--- src/rtl/ahb_splitter_n.sv ---
// AHB-Lite slave-side splitter: decodes one bus slave port onto NS downstream
// slaves by address page, answers unmapped or isolated accesses with a
// two-cycle ERROR, isolates slaves that stall past the watchdog limit, and
// keeps a small error log (count and last erroring address).
module ahb_splitter_n #(
   parameter int NS      = 4,
   parameter int PAGE_HI = 31,
   parameter int PAGE_LO = 24,
   parameter logic [NS*(PAGE_HI-PAGE_LO+1)-1:0] PAGE_BASES = {8'h70, 8'h40, 8'h48, 8'h60},
   parameter int TIMEOUT = 16,
   parameter int CW      = 8
) (
   input  logic             HCLK,
   input  logic             HRESETn,
   input  logic             HSEL,
   input  logic [31:0]      HADDR,
   input  logic [1:0]       HTRANS,
   input  logic             HREADY,
   output logic             HREADYOUT,
   output logic [31:0]      HRDATA,
   output logic             HRESP,
   output logic [NS-1:0]    S_HSEL,
   input  logic [NS-1:0]    S_HREADYOUT,
   input  logic [NS*32-1:0] S_HRDATA,
   input  logic [NS-1:0]    S_HRESP,
   output logic [NS-1:0]    HUNG,
   input  logic             CLR_HUNG,
   output logic             TO_IRQ,
   output logic [CW-1:0]    ERR_CNT,
   output logic [31:0]      LAST_ERR_ADDR,
   input  logic             CLR_ERR
);

   localparam int PW = PAGE_HI - PAGE_LO + 1;
   localparam int IW = (NS > 1) ? $clog2(NS) : 1;
   localparam int TW = (TIMEOUT > 1) ? $clog2(TIMEOUT) : 1;
   localparam logic [TW-1:0] TO_LAST = TW'((TIMEOUT > 0) ? TIMEOUT - 1 : 0);
   localparam logic [31:0] FILL_DATA = 32'hDEAD_BEEF;

   // Data-phase ownership: nobody, a real slave, or the built-in error slave.
   typedef enum logic [1:0] {
      ST_NONE,
      ST_PASS,
      ST_ERR1,
      ST_ERR2
   } state_t;

   state_t          state, state_nxt;
   logic [IW-1:0]   owner, owner_nxt;
   logic [TW-1:0]   cnt, cnt_nxt;
   logic [31:0]     aaddr;
   logic            hit;
   logic [IW-1:0]   hit_idx;
   logic            acc;
   logic            launch;
   logic            fire;
   logic            err_end;
   logic [31:0]     s_rdata [NS];
   logic            unused_htrans0;

   assign unused_htrans0 = HTRANS[0];
   assign acc            = HSEL & HREADY & HTRANS[1];

   for (genvar g = 0; g < NS; g++) begin : g_rdata
      assign s_rdata[g] = S_HRDATA[g*32 +: 32];
   end

   // Page decode over non-isolated slaves; lowest index wins on overlap.
   always_comb begin
      // NOTE: every combinational output gets a default first so no path leaves it unassigned (no latch).
      hit     = 1'b0;
      hit_idx = '0;
      S_HSEL  = '0;
      for (int i = 0; i < NS; i++) begin
         if (!hit && !HUNG[i] && (HADDR[PAGE_HI:PAGE_LO] == PAGE_BASES[i*PW +: PW])) begin
            hit     = 1'b1;
            hit_idx = IW'(i);
         end
      end
      if (HSEL && hit) S_HSEL[hit_idx] = 1'b1;
   end

   // Next data-phase owner and watchdog; NONE, ERR2 and a completed PASS all start the next phase.
   always_comb begin
      state_nxt = state;
      owner_nxt = owner;
      cnt_nxt   = cnt;
      launch    = 1'b0;
      fire      = 1'b0;
      case (state)
         ST_NONE, ST_ERR2: launch = 1'b1;
         ST_PASS: begin
            if (S_HREADYOUT[owner]) begin
               launch = 1'b1;
            end else if ((TIMEOUT != 0) && (cnt == TO_LAST)) begin
               state_nxt = ST_ERR1;
               fire      = 1'b1;
            end else begin
               cnt_nxt = cnt + 1'b1;
            end
         end
         ST_ERR1: state_nxt = ST_ERR2;
         default: state_nxt = ST_NONE;
      endcase
      if (launch) begin
         if (acc && hit) begin
            state_nxt = ST_PASS;
            owner_nxt = hit_idx;
            cnt_nxt   = '0;
         end else if (acc) begin
            state_nxt = ST_ERR1;
         end else begin
            state_nxt = ST_NONE;
         end
      end
   end

   // Response mux back to the bus.
   always_comb begin
      HREADYOUT = 1'b1;
      HRESP     = 1'b0;
      HRDATA    = FILL_DATA;
      case (state)
         ST_PASS: begin
            HREADYOUT = S_HREADYOUT[owner];
            HRESP     = S_HRESP[owner];
            HRDATA    = s_rdata[owner];
         end
         ST_ERR1: begin
            HREADYOUT = 1'b0;
            HRESP     = 1'b1;
         end
         ST_ERR2: HRESP = 1'b1;
         default: ;
      endcase
   end

   assign err_end = HREADYOUT & HRESP;

   // Owner, watchdog counter and the captured address of the accepted transfer.
   always_ff @(posedge HCLK or negedge HRESETn) begin
      if (!HRESETn) begin
         state <= ST_NONE;
         owner <= '0;
         cnt   <= '0;
         aaddr <= '0;
      end else begin
         // NOTE: sequential state uses non-blocking assignment so every register samples pre-edge values.
         state <= state_nxt;
         owner <= owner_nxt;
         cnt   <= cnt_nxt;
         if (acc) aaddr <= HADDR;
      end
   end

   // Sticky hung-slave flags and the one-cycle timeout interrupt; clear beats set.
   always_ff @(posedge HCLK or negedge HRESETn) begin
      if (!HRESETn) begin
         HUNG   <= '0;
         TO_IRQ <= 1'b0;
      end else begin
         TO_IRQ <= fire;
         if (CLR_HUNG)  HUNG        <= '0;
         else if (fire) HUNG[owner] <= 1'b1;
      end
   end

   // Error log, updated on the last cycle of every ERROR response; clear beats update.
   always_ff @(posedge HCLK or negedge HRESETn) begin
      if (!HRESETn) begin
         ERR_CNT       <= '0;
         LAST_ERR_ADDR <= '0;
      end else if (CLR_ERR) begin
         ERR_CNT       <= '0;
         LAST_ERR_ADDR <= '0;
      end else if (err_end) begin
         if (ERR_CNT != '1) ERR_CNT <= ERR_CNT + 1'b1;
         LAST_ERR_ADDR <= aaddr;
      end
   end

endmodule

--- config.mk ---
export PLATFORM = sky130hd
export DESIGN_NAME = ahb_splitter_n
export DESIGN_NICKNAME = d
export VERILOG_FILES = /design/src/rtl/ahb_splitter_n.sv
export SDC_FILE = /design/constraint.sdc
export NUM_CORES = 1
export LEC_CHECK = 0
export ABC_AREA = 1
export CORE_UTILIZATION = 39
export DETAILED_ROUTE_END_ITERATION = 6
export GPL_ROUTABILITY_DRIVEN = 0
export PLACE_DENSITY = 0.88
export SETUP_SLACK_MARGIN = 0.3
export SLEW_MARGIN = 40
export SYNTH_ARGS = -nofsm -noshare
export SYNTH_HDL_FRONTEND = slang
export SYNTH_SLANG_ARGS = --single-unit
export TNS_END_PERCENT = 50
--- constraint.sdc ---
create_clock -name HCLK -period 2.3 [get_ports HCLK]
set_clock_uncertainty 0.05 [all_clocks]
set_input_delay 0.46 -clock HCLK [delete_from_list [all_inputs] [get_ports HCLK]]
set_output_delay 0.46 -clock HCLK [all_outputs]
set_load 0.02 [all_outputs]
======== Yosys cells after proc, flatten, opt, wreduce, memory -nomap -nowiden ========
Index checks and enable logic that the tools add are counted.
word-level totals
  bits in registers ....................... 85
  latch bits .............................. 0
  memory bits (writable) .................. 0
  bits in read-only memories .............. 0
  bits of input ports ..................... 176
  output and inout port bits .............. 83
  logic and storage cells ................. 104
  memories ................................ 0
cells by class
  $add $sub $neg .......................... 2
  $mul .................................... 0
  divide/modulo/power cells ............... 0
  order comparisons ....................... 5
  equality and inequality tests ........... 11
  shift-type cells ........................ 0
  mux-type cells .......................... 45
  bitwise gates (word level) .............. 5
  reductions and logical operators ........ 28
operators with widths
  cell                 count
  $mux 32              5
  $bmux 32 s2          1
  $eq 8x7->1 const B   4
  $mux 4               8
  $mux 8               3
  $mux 2               7
  $mux 1               13
  $logic_and 1x1->1    11
  $add 8x1->8 const B  1
  $ne 8x8->1 const B   1
  $logic_not 1->1      7
  $lt 2x3->1 const B   2
  $ne 3x3->1 const B   2
  $pmux 1 s2           3
  $reduce_bool 2->1    3
  $add 4x1->4 const B  1
  $bmux 1 s2           2
  $demux 1 s2          2
  $eq 2x2->1 const B   2
  $eq 4x4->1 const B   1
  $ge 2x1->1 const B   2
  $or 4x4->4           1
  $pmux 2 s2           1
  $reduce_and 2->1     2
  8 further kinds      11

======== Depth between registers and ports, before layout ========
Gate-level depths: netlist (run 1).
  depth after elaboration ................. 20
  mapped depth ............................ 12
  depth with buffers taken out ............ 12

======== Least setup slack after synthesis (run 1) ========
No wires, ideal clock.
  path type ............................... input to output
  start ................................... input port HADDR[25]
  end ..................................... output port S_HSEL[3]
  arrival time ............................ 1.596 ns
  required time ........................... 1.790 ns
  slack ................................... 0.194 ns
  stages .................................. 5
  path buffers ............................ 0
  cells stage by stage .................... nor2_1 -> nand3_1 -> nor2_1 -> inv_1 -> nor4_1
between the ends
  longest elaborated chain between the ends .. 20
  elaborated cells between the ends (all ways) .. 28
  classes of those cells .................. order compare: 2; eq/ne: 4; mux: 10; reduce/logical: 12
RTL lines
  what                                                            RTL line  text
  from (decl)                                                     16        input logic [31:0] HADDR,
  $eq 8x7->1                                                      75        if (!hit && !HUNG[i] && (HADDR[PAGE_HI:PAGE_LO] == PAGE_BASES[i*PW +: PW])) begin
  $logic_and 1x1->1                                               75
  $mux 1                                                          75
  $logic_not 1->1                                                 75
  $logic_and 1x1->1 (2 in series)                                 75
  $mux 1                                                          75
  $logic_not 1->1                                                 75
  $logic_and 1x1->1 (2 in series)                                 75
  $mux 1                                                          75
  $logic_not 1->1                                                 75
  $logic_and 1x1->1 (2 in series)                                 75
  $mux 2                                                          75
  $lt 2x3->1 (implied by the code) or $ge 2x1->1 (tied branches)  80        if (HSEL && hit) S_HSEL[hit_idx] = 1'b1;
  $logic_and 1x1->1 (implied by the code)                         80
  $mux 1 (implied by the code)                                    80
  $demux 1 s2                                                     80
  $mux 4 (*)                                                      80
  to (decl)                                                       22        output logic [NS-1:0] S_HSEL,
Mark *: on every way between the ends. The rest lies on a longest branch, timed or not.

======== Worst setup path after layout (run 1) ========
  start ................................... register state[0]
  end ..................................... output port HREADYOUT
between the ends
  longest elaborated chain between the ends .. 2
  elaborated cells between the ends (all ways) .. 3
  classes of those cells .................. eq/ne: 2; mux: 1
RTL lines
  what                                      RTL line  text
  from (decl)                               48        state_t state, state_nxt;
  from (signal assigned)                    149       state <= state_nxt;
  $eq 2x2->1 or $eq 2x1->1 (tied branches)  123       case (state)
  $pmux 1 s2 (*)                            123
  to (decl)                                 19        output logic HREADYOUT,
Marks and branches as above.

==> results of run 1 <==
## layout make-up
cell class | instances | area share, %
Antenna cell | 1 | 0.0296
Clock buffer | 10 | 2.71
Clock inverter | 6 | 0.828
Inverter | 32 | 1.54
Multi-Input combinational cell | 476 | 29.3
Sequential cell | 85 | 25.2
Tap cell | 143 | 2.12
Timing Repair Buffer | 327 | 38.3
## timing repair
action                     in CTS  in global routing
setup endpoints to repair      43                 62
resized for setup             198                 94
buffers inserted                6                 12
pin swaps                      20                 30
cloned                          0                  2
## path summary, 6_finish.rpt
path	start	to	slack, ns	cells past startpoint
max in group asynchronous	HRESETn	owner[1]	1.56	2
worst min-delay path	HRESETn	LAST_ERR_ADDR[14]	0.05	1
worst max register to register	owner[0]	owner[0]	0.32	13
worst min register to register	aaddr[19]	LAST_ERR_ADDR[19]	0.42	2
worst max-delay path	state[0]	HREADYOUT	0.09	7
min in group HCLK	HADDR[25]	aaddr[25]	0.28	3
## metrics by stage
stage | TNS, ns | utilization, % | area (um2)
finish | 0 | 73.8 | 8460
detailed placement | -2.15 | 67.3 | 7720
global route | -0.0230 | 73.8 | 8460
global placement | -1.84 | 67.3 | 7720
CTS | 0 | 71.4 | 8190
floorplan | 0 | - | 4620
## cell families (layout without fill, tap and decap cells)
family	Yosys count	after routing	synth area share (%)
AOI/OAI and AO/OA	65	65	8.47
xor gates and xnor gates	7	7	1.33
adders and majority gates	6	6	1.63
buffers and inverters	65	375	5.75
DFF	85	85	46.1
other	0	1	0
and+or+nand+nor	398	398	36.7
## power by group through the flow
stage	clock network, uW	registers, uW	logic (uW)
floorplan	0	2240	1360
global placement	0	2030	3030
detailed placement	0	2040	3090
CTS	1490	2030	3150
global route	1560	2060	3540
finish	1470	2030	3290
## critical path, stage by stage (launching register included)
cell             delay (ns)
dfrtp_1                0.38
buf_4                  0.14
inv_1                  0.07
ha_1                   0.20
nand2_1                0.14
nand2_2                0.12
inv_2                  0.05
clkdlybuf4s15_1        0.28
## layer usage
layer	share of wire, %	up-vias
met3	5.7	50
met5	0	-
li1	-	2676
met4	4.0	0
met1	40	2666
met2	50	268
## Yosys cell counts (2+ instances only)
library cell and number:
nand2_1 276, dfrtp_1 85, nand3_1 44, nand4_1 34, nor2_1 31, inv_1 30, a21oi_1 29, a22oi_1 26
clkbuf_1 22, o21ai_0 9, ha_1 6, xor2_1 6, buf_2 5, nand2_2 5, buf_1 3, buf_4 2
inv_2 2, nor3_1 2
## cell usage in the layout (no fill, tap or decap), types with 10 or more instances in the layout
master	n
nand2_1	268
clkdlybuf4s50_1	209
dfrtp_1	83
buf_4	63
nand3_1	41
nand4_1	34
buf_6	27
a21oi_1	21
inv_1	17
nor2_1	17
a22oi_2	13
a22oi_1	13
inv_2	12
nand2_2	12
clkbuf_16	11
buf_12	11
nor2_4	10
## registers in the layout, summed over array words and instances, names as in the netlist
signal / count
cnt: 4
aaddr: 32
state: 2
ERR_CNT: 8
owner: 2
LAST_ERR_ADDR: 32
HUNG: 4
TO_IRQ: 1
==> flow_summary.yaml, run 1 <==
final_layout:
  regArea_um2: 2130
  nFillCells: 838
  area_growth_pct: 83.5
  multiInputGateArea_um2: 2480
  drive_above_1_share_pct: 21.8
  nets: 1113
  stdcell_count: 1080
timing:
  fin_crit_sh_pct: 96.2
  finalSetupViolCount: 0
  hold_slack_ns: 0.0532
  maxSlewHeadroom_pct: 65.0
  finalWorstSetupSlack_ns: 0.0866
  fmax_ghz: 0.452
  slew_violations: 0
  worst-slew-pin-transition_ns: 0.525
  hold_viol: 0
  post-route-min-period_ns: 2.21
  grt_setup_unrepaired: "yes"
global_route:
  grt_antenna_before_repair: 1
  grt_util_met1_pct: 35.6
  busiest_layer: "met2"
  use_met3_pct: 5.30
  grt.overflow.total: 0
  gr-usage-met2_pct: 50.0
  first_global_vias: 5652
  grt_use_total_pct: 29.3
  grt_max_degree: 41
  grt_pass1_wl_um: 28500
route:
  routedWlPerCell_um: 17.0
  drt-pass1-iter-count: 5
  post_drt_via_cell_ratio: 5.24
  drtIter0Drc: 425
  wl_um: 18400
  vias: 5660
  detail-route-antenna-nets: 0
  route.detailed.drc: 0
die:
  start_util_pct: 40.2
  die_height_um: 111
  placement_rows: 39
  ios: 259
  die_area_um2: 12300
  coreArea_um2: 11500
  die_x_um: 111
clocking:
  cts_tree: "done"
  clk_transition_reported_paths_ns: 0.07
  clk_latency_ns: 0.33
  htreeDepth: 3
  holdBufCountCts: 0
  cts_inserted_buffers: 9
  cts-root-buf: "clkbuf_16"
  clock_sinks: 85
  clock_path_buffers: 2
placed_design:
  portBuffers: 257
  pre_cts_ws_ns: -0.455
  dp_cells: 1043
  dp_hpwl_um: 13400
power_and_ir_drop:
  combPwrFrac_pct: 48.5
  power.total_uw: 6790
  p_leak_uw: 0.00393
  power_density_nw_per_um2: 802
  intPower_uw: 4150
  p_seq_share_pct: 29.9
  irDropWorstVdd_mv: 0.598
  switchingPower_uw: 2630
  clkPwrFrac_pct: 21.7
  switching_share_pct: 38.8
synth:
  netlist_instances: 626
  ys_ff_latch: 85
  yosysTopAreaCellShare_pct: 46.1
  mappedNetlistArea_um2: 4610
  yosys_warnings: 0
  syn_area_per_cell_um2: 7.36
  synthArstFlopShare_pct: 100
  synth_area_leaders: "dfrtp_1 46%, nand2_1 22%, nand3_1 4.8%"
  yosysTopAreaCell: "dfrtp_1"
  ys_seq_area_share_pct: 46.1
  synthFlopType: "dfrtp_1"
  ys_types: 27
  synth_edf_count: 0
  syn_nets: 808
setup_path:
  arrival_ns: 1.70
  setup.worst_path.class: "reg2out"
  cp-start-kind: "flop"
  critical_path.max_fanout: 3
  end_kind: "output port"
  critPathRequiredTime_ns: 1.79
flow_run:
  drv_cap: 0
min_path:
  hold_class: "in2async"
status:
  outcome: "complete, no violations"
Note: power is estimated with default switching activity, not from simulation.
==> inputs of run 2 (changes only) <==
--- a/config.mk
+++ b/config.mk
@@ -9,6 +9,7 @@
 export CORE_UTILIZATION = 39
 export DETAILED_ROUTE_END_ITERATION = 6
 export GPL_ROUTABILITY_DRIVEN = 0
+export GPL_TIMING_DRIVEN = 0
 export PLACE_DENSITY = 0.88
 export SETUP_SLACK_MARGIN = 0.3
 export SLEW_MARGIN = 40
==> flow_summary.yaml, run 2 (synthesis results as in run 1) <==
route:
  post_drt_via_cell_ratio: 5.35
  wl_um: 20600
  vias: 5911
  detail-route-antenna-nets: 0
  drt-pass1-iter-count: 5
  drtIter0Drc: 476
  route.detailed.drc: 0
  routedWlPerCell_um: 18.6
min_path:
  hold_class: "in2reg"
setup_path:
  cp-start-kind: "flop"
  critical_path.cell_chain: "clkinv_4 -> nor2_4 -> buf_12 -> buf_8 -> nand2_1 -> nand4_1 -> buf_4"
  arrival_ns: 1.81
  slowest_delay_ns: 0.49
  setup.worst_path.class: "reg2out"
  cp_top_family: "buffers and inverters"
  critical_path.max_fanout: 6
  critPathRequiredTime_ns: 1.79
  crit_slowest_cell: "dfrtp_2"
  path_buf_inv: 4
  end_kind: "output port"
final_layout:
  largestRegisters: "LAST_ERR_ADDR x32, aaddr x32, ERR_CNT x8"
  finalInstanceArea_um2: 8820
  layout_common_cells: "262 x nand2_1, 207 x clkdlybuf4s50_1, 82 x dfrtp_1"
  area_growth_pct: 91.3
  num_antenna_cells: 0
  final_common_cell: "nand2_1"
  regArea_um2: 2130
  nFillCells: 787
  nets: 1139
  drive_above_1_share_pct: 24.8
  multiInputGateArea_um2: 2550
power_and_ir_drop:
  p_seq_share_pct: 29.3
  switching_share_pct: 39.2
  irDropWorstVdd_mv: 0.641
  intPower_uw: 4260
  power_density_nw_per_um2: 795
  clkPwrFrac_pct: 21.3
  p_leak_uw: 0.00413
  combPwrFrac_pct: 49.4
  switchingPower_uw: 2750
clocking:
  clk_transition_reported_paths_ns: 0.07
  htreeDepth: 3
  clk_latency_ns: 0.33
  clock_path_buffers: 2
  cts_tree: "done"
  clock_sinks: 85
  cts-root-buf: "clkbuf_16"
  cts_inserted_buffers: 9
die:
  die_height_um: 111
  placement_rows: 39
  ios: 259
  coreArea_um2: 11500
  start_util_pct: 40.2
  die_area_um2: 12300
  die_x_um: 111
timing:
  finalSetupViolCount: 2
  worst-slew-pin-transition_ns: 0.482
  fmax_ghz: 0.430
  finalWorstSetupSlack_ns: -0.0235
  maxSlewHeadroom_pct: 67.9
  grt_setup_unrepaired: "yes"
  fin_crit_sh_pct: 101
  hold_viol: 0
  slew_violations: 0
  post-route-min-period_ns: 2.32
flow_run:
  drv_cap: 0
global_route:
  grt.overflow.total: 0
  grt_antenna_before_repair: 0
  grt_use_total_pct: 31.9
  grt_pass1_wl_um: 30800
  grt_max_degree: 57
  first_global_vias: 5924
status:
  outcome: "finished with violations"
  violations: "setup timing"
placed_design:
  pre_cts_ws_ns: -0.848
  dp_hpwl_um: 13700
  placed_area_um2: 7400
  portBuffers: 257
-- run 2: cell types whose count changed in the layout (fill, tap and decap cells not counted), sizes merged, moves of 2 or more --
cell and delta:
clkbuf +21, buf +5, clkdlybuf4s15 -3, clkdlybuf4s50 -2
clkinv +2, clkinvlp -2, dlygate4sd2 +2
-- run 2: per-layer routing --
layer  up-vias  wire length (um)  track usage (%)
met5         -                 0                0
met1      2824              7990             40.4
li1       2724                 -                -
met3        55              1390             4.10
met4         0               714             11.1
met2       308             10500             55.8
-- run 2: area by class of cell --
class,count,area share [%]
clock inverter,7,0.908
buffer,33,3.79
inverter,32,1.65
timing repair buffer,319,35.9
sequential,85,24.2
multi-input combinational,477,29.0
tap,143,2.03
clock buffer,9,2.55
-- run 2: path summary, 6_finish.rpt --
| check | start | to | slack (ns) | cells after the start |
|---|---|---|---|---|
| max | owner[0] | HRDATA[11] | -0.02 | 7 |
| max reg2reg | HUNG[2] | owner[0] | 0.11 | 16 |
| max in group asynchronous | HRESETn | owner[0] | 1.08 | 3 |
| min | HADDR[25] | aaddr[25] | 0.35 | 3 |
| min in group asynchronous | HRESETn | LAST_ERR_ADDR[13] | 0.52 | 2 |
| min reg2reg | aaddr[24] | LAST_ERR_ADDR[24] | 0.41 | 2 |
-- run 2: per-stage QoR --
| stage | hold slack (ns) | std cells | utilization (%) | total power (uW) | setup TNS [ns] |
|---|---|---|---|---|---|
| after floorplan | 0.114 | 626 | - | 3590 | 0 |
| after global placement | 0.399 | 1026 | 64.3 | 4890 | -208.10 |
| after detailed placement | 0.304 | 1027 | 64.6 | 4960 | -17.37 |
| after CTS | 0.332 | 1092 | 73.3 | 6740 | 0 |
| after global routing | 0.362 | 1105 | 76.9 | 7380 | -0.301 |
| final | 0.354 | 1105 | 76.9 | 7010 | -0.0453 |
-- run 2: power groups by stage --
| stage | Sequential (uW) | Clock, uW | Combinational (uW) |
|---|---|---|---|
| finish | 2050 | 1490 | 3460 |
| global route | 2090 | 1570 | 3710 |
| CTS | 2030 | 1500 | 3200 |
| detailed placement | 2050 | 0 | 2920 |
| global placement | 2030 | 0 | 2860 |
| floorplan | 2240 | 0 | 1360 |
-- run 2: timing repair --
item | 4_1_cts | 5_1_grt
hold buffers | 1 | 0
hold endpoints to repair | 29 | 0
endpoints found under the setup margin | 69 | 94
pin swaps | 29 | 35
cloned | 7 | 2
buffers inserted | 41 | 11
resized for setup | 299 | 133
-- run 2: worst min-delay path, stage by stage --
cell and delay (ns):
buf_2 0.12, nand2_1 0.06, nand2_1 0.05
